$ cat src/rtl/booth_row_drain_ctrl.sv
// booth_row_drain_ctrl: feeds one Booth PE row, waits out pipeline skew, then drains its results as a stream
module booth_row_drain_ctrl #(
    parameter int MATRIX_SIZE  = 3,
    parameter int INPUT_WIDTH  = 8,
    parameter int OUTPUT_WIDTH = $clog2(MATRIX_SIZE*(2**INPUT_WIDTH))-1,
    parameter int PIPE_DEPTH   = 4,
    parameter int TIMEOUT      = 255,
    localparam int IW = (MATRIX_SIZE > 1) ? $clog2(MATRIX_SIZE) : 1
) (
    input  logic                    clk,
    input  logic                    reset,
    input  logic                    start,
    output logic                    busy,
    output logic                    feed_en,
    output logic                    row_read_req,
    input  logic                    row_read_ready,
    input  logic [OUTPUT_WIDTH-1:0] row_data,
    output logic [OUTPUT_WIDTH-1:0] out_data,
    output logic                    out_valid,
    input  logic                    out_ready,
    output logic [IW-1:0]           out_index,
    output logic                    out_last,
    output logic                    done,
    output logic                    error
);
    localparam int SETTLE_LEN = PIPE_DEPTH + MATRIX_SIZE - 1;
    localparam int CYC_MAX    = (SETTLE_LEN > MATRIX_SIZE) ? SETTLE_LEN : MATRIX_SIZE;
    localparam int CW         = $clog2(CYC_MAX + 1);
    localparam int TW         = $clog2(TIMEOUT + 1);

    typedef enum logic [2:0] {IDLE, FEED, SETTLE, REQ, OUT, FIN} state_t;

    state_t        state, state_n;
    logic [CW-1:0] cyc;
    logic [TW-1:0] tmo;
    logic [IW-1:0] word;
    logic          last_word;

    assign last_word = word == IW'(MATRIX_SIZE - 1);
    assign out_index = word;
    assign out_last  = out_valid & last_word;

    // state register
    always_ff @(posedge clk or posedge reset) begin
        if (reset) state <= IDLE;
        else       state <= state_n;
    end

    // next-state: feed, settle, then one request/present round trip per word
    always_comb begin
        state_n = state;
        case (state)
            IDLE:    state_n = start ? FEED : IDLE;
            FEED:    state_n = (cyc == CW'(MATRIX_SIZE - 1)) ? SETTLE : FEED;
            SETTLE:  state_n = (cyc == CW'(SETTLE_LEN - 1)) ? REQ : SETTLE;
            REQ:     state_n = row_read_ready ? OUT : (tmo == TW'(TIMEOUT - 1)) ? FIN : REQ;
            OUT:     state_n = !out_ready ? OUT : last_word ? FIN : REQ;
            default: state_n = IDLE;
        endcase
    end

    // counters, captured word, sticky error and registered control outputs
    always_ff @(posedge clk or posedge reset) begin
        if (reset) begin
            cyc          <= '0;
            tmo          <= '0;
            word         <= '0;
            out_data     <= '0;
            error        <= 1'b0;
            busy         <= 1'b0;
            feed_en      <= 1'b0;
            row_read_req <= 1'b0;
            out_valid    <= 1'b0;
            done         <= 1'b0;
        end else begin
            cyc          <= (state_n == state && (state == FEED || state == SETTLE)) ? cyc + 1'b1 : '0;
            tmo          <= (state == REQ && state_n == REQ) ? tmo + 1'b1 : '0;
            busy         <= state_n != IDLE;
            feed_en      <= state_n == FEED;
            row_read_req <= state_n == REQ;
            out_valid    <= state_n == OUT;
            done         <= state_n == FIN;
            if (state == IDLE && start) begin
                word  <= '0;
                error <= 1'b0;
            end
            if (state == REQ && row_read_ready) out_data <= row_data;
            if (state == REQ && state_n == FIN) error <= 1'b1;
            if (state == OUT && out_ready && !last_word) word <= word + 1'b1;
        end
    end
endmodule

$ cat config.mk
export PLATFORM = sky130hd
export DESIGN_NAME = booth_row_drain_ctrl
export DESIGN_NICKNAME = d
export VERILOG_FILES = /design/src/rtl/booth_row_drain_ctrl.sv
export SDC_FILE = /design/constraint.sdc
export NUM_CORES = 1
export LEC_CHECK = 0
export ABC_AREA = 1
export CORE_UTILIZATION = 40
export DETAILED_ROUTE_END_ITERATION = 8
export GPL_TIMING_DRIVEN = 0
export PLACE_DENSITY = 0.68
export SLEW_MARGIN = 15
export SYNTH_ARGS = -nofsm -noshare
export SYNTH_HDL_FRONTEND = slang
export SYNTH_SLANG_ARGS = --single-unit
export TNS_END_PERCENT = 10
$ cat constraint.sdc
create_clock -name clk -period 1.8 [get_ports clk]
set_input_delay 0.27 -clock clk [delete_from_list [all_inputs] [get_ports clk]]
set_output_delay 0.27 -clock clk [all_outputs]
set_load 0.05 [all_outputs]
==> summary.md <==
| Metric | Value |
|---|---|
| Outcome | `finished, final reports clean` |
| Synth Register Bits | `31` |
| Layout cell share with drive strength beyond 1 | `between 15 and 20%` |
| Syn Inst Count | `approximately 150` |
| Layout Nets | `210` |
| Placer Congestion | `between 0.7 and 0.8` |
| Max-cap check violation count | `0` |
| Buf/Inv on CP | `1` |
| Fill count | `around 320` |
| Final wirelength | `~2.8 mm` |
| Root Buffer | `clkbuf_4` |
| Via density | `around 4.8` |
| Crit path arrival time | `roughly 1.5 ns` |
| Cells after DPL | `between 200 and 250` |
| CTS tree | `done` |
| WS Path Type | `reg2out` |
| Relative slew slack | `57.7%` |
| Worst-path clk slew | `roughly 0.090 ns` |
| Synth warn | `0` |
| Setup WS pre-CTS | `0.0222 ns` |
| Mean post-synth cell area | `around 9.6 sq um` |
| Iter 0 DRT Violations | `39` |
| Antenna Cells | `0` |
| Vias in the first global route | `roughly 1200` |
| Die height | `around 62 microns` |
| Critical Path Source Type | `flip-flop` |
| Finish-stage setup viols | `0` |
| Die Area | `between 3000 and 4000 sq um` |
| Mapped Nets | `172` |
| Core Region | `approximately 3400 sq um` |
| Yosys top cell area share | `53.2%` |
| CTS Buffer Depth | `2` |
| Hold buffer count at cts | `0` |
| Leakage power | `between 1 and 1.5 nW` |
| Starting Density | `around 43%` |
| CP Max Fanout | `2` |
| Worst skew pair latency | `0.33 ns` |
| Crit-path cells | `clkdlybuf4s50_1` |
| Overflow left after global routing | `0` |
| Total GRT Usage | `16.7%` |
| Finished Layout Cells | `237` |
| Slack of the critical path | `0.0519 ns` |
| Clock sink count | `31` |
| Pin slew with the least headroom to its limit | `0.633 ns` |
| Pwr/cell area | `1640 nW/um^2` |
| Top post-synthesis cells by area | `dfrtp_1, mux2_2, nand2_1` |
| Slowest stage delay, CP | `~0.8 ns` |
| Yosys cell types | `23` |
| DRT Pass-1 Iters | `4` |
| H-tree depth | `2` |
| Worst hold-check path type | `in2async` |
| Area growth, synth to finish | `32.1%` |
| Layout Skew | `0.00561 ns` |
| Drt drc | `0` |
| Port Buf Inserts | `31` |
| Commonest non-fill, non-tap cell in the layout | `dfrtp_1` |
| CTS Buf Count | `5` |
| Crit path required time | `roughly 1.5 ns` |
| Antenna violations before repair | `0` |
| I/O pin total | `32` |
| CP endpoint kind | `output pin` |
| Mapped Area | `1460 sq um` |
| Flop2flop setup slack | `0.24 ns` |
| Worst path top cell family by delay | `buffers and inverters` |
| Via Count | `1137` |
| Largest net degree at the start of global routing | `32` |
| Post-route ant nets | `0` |
| Sequential share of the synthesized area | `approximately 53%` |
| Slew Limit Fails | `0` |
| CP max-delay cell | `clkdlybuf4s50_1` |
| Tot Pwr | `between 3 and 4 mW` |
| Final hold vios | `0` |
| HPWL Detailed | `slightly above 2 mm` |
| Commonest non-fill, non-tap cells in the layout | `dfrtp_1, nand2_1, inv_1, nor2_1, clkdlybuf4s50_1` |
| First-pass GRT wire length | `a little under 5 mm` |
| Final worst path period need | `1.75 ns` |
| Fmax | `between 0.5 and 0.6 GHz` |
| Die width | `a little over 60 microns` |
| Wire length per cell | `about 12 microns` |
| Dominant cell type by area after synthesis | `dfrtp_1` |
| Row Count | `21` |
| Hold WS | `~0.33 ns` |
| Fin crit share | `a little over nine tenths` |
| Peak VDD IR | `~0.65 mV` |
| Postcts setup bufs | `0` |
==> cell type report <==
class                           instances  area, sq um  area share [%]
Clock buffer                            6         51.3            2.66
Clock inverter                          2         35.0            1.82
Inverter                               22         82.6            4.29
Multi-Input combinational cell         99          601            31.2
Sequential cell                        31          776            40.3
Tap cell                               46         57.6            2.99
Timing Repair Buffer                   31          324            16.8
==> registers in the layout, summed over array words and instances, names as in the netlist <==
register and flops:
error 1, out_data 9, tmo 8, feed_en 1, state 3, row_read_req 1, out_index 2, cyc 3
done 1, busy 1, out_valid 1
==> cells by family after synthesis <==
family / Yosys count / synth area share (%)
AOI/OAI and AO/OA: 6 / 2.32
xor gates and xnor gates: 4 / 2.40
adders and majority gates: 6 / 5.15
buffers and inverters: 22 / 5.66
DFF: 31 / 53.2
muxes: 9 / 6.95
and+or+nand+nor: 74 / 24.4
==> power breakdown <==
part	total (mW)	switching, mW	internal [mW]
combinational	1.57	1.04	0.531
clock	0.566	0.238	0.328
sequential	1.03	0.128	0.901
==> worst paths after layout <==
kind	from	endpoint	depth (start not counted)
worst max-delay path	out_data[2]	out_data[2]	1
worst max register to register	tmo[0]	feed_en	10
worst min register to register	tmo[0]	tmo[0]	1
min in group clk	tmo[0]	tmo[0]	1
max in group asynchronous	reset	cyc[0]	2
worst min-delay path	reset	out_data[1]	2
==> metrics by stage <==
step           utilization (%)  instance area, sq um  setup TNS (ns)
2_1_floorplan                -                  1460               0
3_3_place_gp              53.5                  1830               0
3_5_place_dp              53.5                  1830               0
4_1_cts                   55.9                  1910               0
5_1_grt                   56.4                  1930        -0.00264
6_report                  56.4                  1930               0
==> synthesized netlist by cell type <==
master / n
dfrtp_1: 31
nand2_1: 26
inv_1: 21
nor2_1: 20
mux2_2: 9
nand3_1: 9
ha_1: 6
nand2_2: 4
nor2_2: 4
nand4_1: 3
a21oi_1: 2
nand3_2: 2
nor3_1: 2
o21ai_0: 2
xnor2_1: 2
xor2_1: 2
and3_1: 1
inv_2: 1
nand2_4: 1
nor2_4: 1
nor3_2: 1
o21ai_1: 1
o21ai_2: 1
==> routing by layer <==
layer	share of wire, %	global-route usage (%)
met2	51	28.6
met4	2.0	7.85
met5	0	0
met1	43	19.0
met3	4.6	5.11
==> repair_timing <==
item / CTS / global route
hold endpoints to repair: 0 / 0
resized for setup: 6 / 11
pin swaps: 0 / 0
endpoints found under the setup margin: 4 / 10
No activity file was read; power rests on OpenSTA's default activity.
